**src/rtl/seq_detector_mealy_param.sv**
```systemverilog
// Parametrised Mealy serial-pattern detector with runtime pattern load, overlap mode and saturating match counter.
// Optional: define SEQ_DET_MASK_EN to add a per-bit don't-care mask (pattern_mask_in / mask_q).
module seq_detector_mealy_param #(
    parameter int               PAT_W   = 3,
    parameter logic [PAT_W-1:0] PATTERN = 3'b101,
    parameter int               CNT_W   = 8
) (
    input  logic             clk,
    input  logic             reset,
    input  logic             in,
    input  logic             in_valid,
    input  logic             overlap_en,
    input  logic             pattern_ld,
    input  logic [PAT_W-1:0] pattern_in,
`ifdef SEQ_DET_MASK_EN
    input  logic [PAT_W-1:0] pattern_mask_in,
`endif
    input  logic             count_clr,
    output logic             out,
    output logic [CNT_W-1:0] match_count,
    output logic             count_sat
);

    localparam int               FILL_W   = $clog2(PAT_W);
    localparam logic [FILL_W-1:0] FILL_MAX = FILL_W'(PAT_W - 1);

    logic [PAT_W-1:0]  pat_q;
    logic [PAT_W-2:0]  hist_q;
    logic [FILL_W-1:0] fill_q;
    logic [PAT_W-1:0]  window;
    logic              pat_eq;
    logic              hit;
`ifdef SEQ_DET_MASK_EN
    logic [PAT_W-1:0]  mask_q;
`endif

    // Candidate word: stored history plus the bit arriving this cycle.
    always_comb begin
        window = {hist_q, in};
`ifdef SEQ_DET_MASK_EN
        pat_eq = (((window ^ pat_q) & mask_q) == {PAT_W{1'b0}});
`else
        pat_eq = (window == pat_q);
`endif
        hit = in_valid & ~pattern_ld & ~reset & (fill_q == FILL_MAX) & pat_eq;
    end

    assign out       = hit;
    assign count_sat = &match_count;

    // Pattern, history, fill level and match counter state.
    always_ff @(posedge clk) begin
        if (reset) begin
            pat_q       <= PATTERN;
            hist_q      <= {(PAT_W-1){1'b0}};
            fill_q      <= {FILL_W{1'b0}};
            match_count <= {CNT_W{1'b0}};
`ifdef SEQ_DET_MASK_EN
            mask_q      <= {PAT_W{1'b1}};
`endif
        end else begin
            if (pattern_ld) begin
                pat_q  <= pattern_in;
                hist_q <= {(PAT_W-1){1'b0}};
                fill_q <= {FILL_W{1'b0}};
`ifdef SEQ_DET_MASK_EN
                mask_q <= pattern_mask_in;
`endif
            end else if (in_valid) begin
                // Non-overlapping mode restarts from an empty history after a match.
                if (hit && !overlap_en) begin
                    hist_q <= {(PAT_W-1){1'b0}};
                    fill_q <= {FILL_W{1'b0}};
                end else begin
                    hist_q <= window[PAT_W-2:0];
                    if (fill_q != FILL_MAX) begin
                        fill_q <= fill_q + FILL_W'(1);
                    end else begin
                        fill_q <= fill_q;
                    end
                end
            end else begin
                hist_q <= hist_q;
                fill_q <= fill_q;
            end

            if (count_clr) begin
                match_count <= hit ? CNT_W'(1) : {CNT_W{1'b0}};
            end else if (hit && !count_sat) begin
                match_count <= match_count + CNT_W'(1);
            end else begin
                match_count <= match_count;
            end
        end
    end

endmodule

```
**config.mk**
```make
export PLATFORM = sky130hd
export DESIGN_NAME = seq_detector_mealy_param
export DESIGN_NICKNAME = d
export VERILOG_FILES = /design/src/rtl/seq_detector_mealy_param.sv
export SDC_FILE = /design/constraint.sdc
export NUM_CORES = 1
export LEC_CHECK = 0
export BUFFER_PORTS_ARGS = -buffer_cell sky130_fd_sc_hd__clkbuf_2
export CORE_MARGIN = 10
export CORE_UTILIZATION = 40
export DETAILED_ROUTE_END_ITERATION = 7
export MAX_ROUTING_LAYER = met4
export SLEW_MARGIN = 0
export SYNTH_ARGS = -nofsm -noshare
export SYNTH_HDL_FRONTEND = slang
export SYNTH_SLANG_ARGS = --single-unit
```
**constraint.sdc**
```tcl
create_clock -name clk -period 4.7 [get_ports clk]
set_input_delay 0.47 -clock clk [delete_from_list [all_inputs] [get_ports clk]]
set_output_delay 0.47 -clock clk [all_outputs]
set_load 0.01 [all_outputs]
```
==> impl_metrics.ini <==
[worst_setup_path]
cp.arrival_ns = 1.82
required_ns = 4.23
path_max_fanout = 16
crit_path_start_kind = register
critPathCaptureType = output pin
crit_type = register to output pin

[detailed_routing]
drt_wl_total_mm = 1.65
drt_pass1_iterations = 4
vias_per_cell = 5.16
drt_iter0_drc = 10
routedWlPerCell_microns = 12.7
drc = 0
vias = 671
drt.antenna.violating_nets = 0

[sta]
tightestPinTransition_ns = 0.470
finClkSkew_ns = 0.0107
finalSetupTns_ns = 0
fmax_mhz = 437
finalCritPeriodShare = 0.487
fin_crit_ns = 2.29
hold_viol_final = 0
slew_viol_final = 0
rsz0062_at_grt = no
slew_headroom = 0.685
setup_violations = 0

[power_and_ir_drop]
pwr-share-comb = 0.082
p_int_w = 0.000170
p_switching_w = 0.0000548
vdd_drop_max_uv = 222
switching_share = 0.243
powerDensity_nw_per_um2 = 250
clockPowerShare = 0.335
p_leak_nw = 0.348
power_frac_seq = 0.584

[yosys]
synth_seq_cells = 15
syn_inst = 85
yosysWarnings = 0
synthTopCellsByArea = dfxtp_1, a21oi_1, mux2i_1, xnor2_1, ha_1
netlist_area_sq_um = 762
yosysMostFrequentCell = dfxtp_1
synth.yosys.seq_area_share = 0.394
yosys.area.top_type = dfxtp_1
synth_async_sr_flop_share = 0
synth.net_count = 97
yosys.area.top_type_share = 0.394
ys_types = 33
synth_top_flop_cell = dfxtp_1
yosys-top-cells-count = dfxtp_1, a21oi_1, nor2_1
synth_edf_count = 0
syn_avg_cell_area_sq_um = 8.96

[cells_and_area]
fin_area_sq_um = 900
stdcell_count = 130
area_growth_pct = 18.1
n_antenna_cell = 0
fillers = 200
multiInputGateArea_sq_um = 430
drive_gt1_frac = 0.257
regArea_sq_um = 300
fin_nets = 118

[clock_network]
cts_resized = 0
root_buffer = clkbuf_4
hold_buffers = 0
postCtsSetupRepairBufs = 0
path_clk_slew_ns = 0.10
h-tree-depth = 1
max-clock-path-buffers = 2
clock_latency_ns = 0.29
cts_tree = done
numCtsBuffers = 3
cts.sinks = 15

[global_routing]
grt_pass1_wl_mm = 2.83
grt_pass1_vias = 670
grt_start_max_net_pins = 17
grt_util_all_layers = 0.0873
grt_overflow = 0
antenna_found_initial = 0

[placed_design]
placed_area_sq_um = 872
post-dp-hpwl_mm = 1.27
port_buffers = 19
dp.cells = 126
place_congestion = 0.770

[status]
outcome = completed

[die]
rows = 15
io_pins = 20
die_h_microns = 63.6
initial_core_util = 0.432
die_w_microns = 63.6
core-area_sq_um = 1760
dieArea_sq_um = 4050

[hold_path]
hold_class = primary input to register

[flow_run]
max_cap_violations = 0
==> power by group through the flow <==
stage	clock network, W	registers, W	logic, W
after floorplan	0	0.000134	0.0000119
final	0.0000753	0.000131	0.0000184
after detailed placement	0	0.000134	0.0000185
after global placement	0	0.000134	0.0000184
after CTS	0.0000794	0.000131	0.0000186
after global routing	0.0000859	0.000132	0.0000208
==> registers in the layout, summed over array words and instances, names as in the netlist <==
name         cells
fill_q           2
hist_q           2
match_count      8
pat_q            3
==> area by class of cell <==
type / count / share of cell area
clock buffers: 3 / 0.0250
clock inverters: 1 / 0.00556
inverters: 4 / 0.0167
multi-input cells: 63 / 0.478
flip-flops and latches: 15 / 0.334
well taps: 25 / 0.0348
repair buffers: 19 / 0.106
==> path summary, 6_finish.rpt <==
kind                                    start             end  slack [ns]  cells past startpoint
worst max-delay path                fill_q[0]             out        2.41                      6
worst min-delay path            pattern_in[2]        pat_q[2]        0.39                      2
worst max register to register      fill_q[0]  match_count[7]        2.72                      6
worst min register to register      hist_q[1]       hist_q[1]        0.49                      2
==> logic make-up after synthesis <==
logic type	synth area share
and+or+nand+nor	0.236
AOI/OAI and AO/OA	0.222
DFF	0.394
buffers and inverters	0.0410
xor gates and xnor gates	0.0345
muxes	0.0394
adders and majority gates	0.0328
==> routing by layer <==
layer,vias to the layer above,part of all wire,global-route usage
met5,-,0,-
met2,15,0.43,0.127
met3,2,0.054,0.0442
met4,0,0.0079,0.0301
met1,293,0.50,0.101
li1,361,-,-
==> per-stage QoR <==
stage | setup WS, ns | hold slack, ns | power [W] | utilization
after floorplan | 3.05 | 0.446 | 0.000146 | -
after global placement | 2.72 | 0.471 | 0.000153 | 0.494
after detailed placement | 2.68 | 0.476 | 0.000153 | 0.494
after CTS | 2.41 | 0.381 | 0.000229 | 0.510
after global routing | 2.31 | 0.393 | 0.000239 | 0.510
final | 2.41 | 0.391 | 0.000225 | 0.510
==> critical path, cell delays in order, from the launching register on <==
cell and delay, ns:
dfxtp_1 0.34, inv_1 0.06, ha_1 0.23, and4bb_1 0.23, nand4_2 0.30, inv_1 0.21, clkbuf_2 0.16
==> placed cells by master (no fill, tap or decap), types with 3 or more instances in the layout <==
cell and instances:
clkbuf_2 19, o211ai_1 3, dfxtp_1 15, nor2_1 5
xnor2_1 3, nand2b_1 3, nand2_1 4, mux2i_1 3
or4_1 3, nand3_1 4, inv_1 4, clkbuf_4 3
a21oi_1 9
No activity file was read; power rests on OpenSTA's default activity.
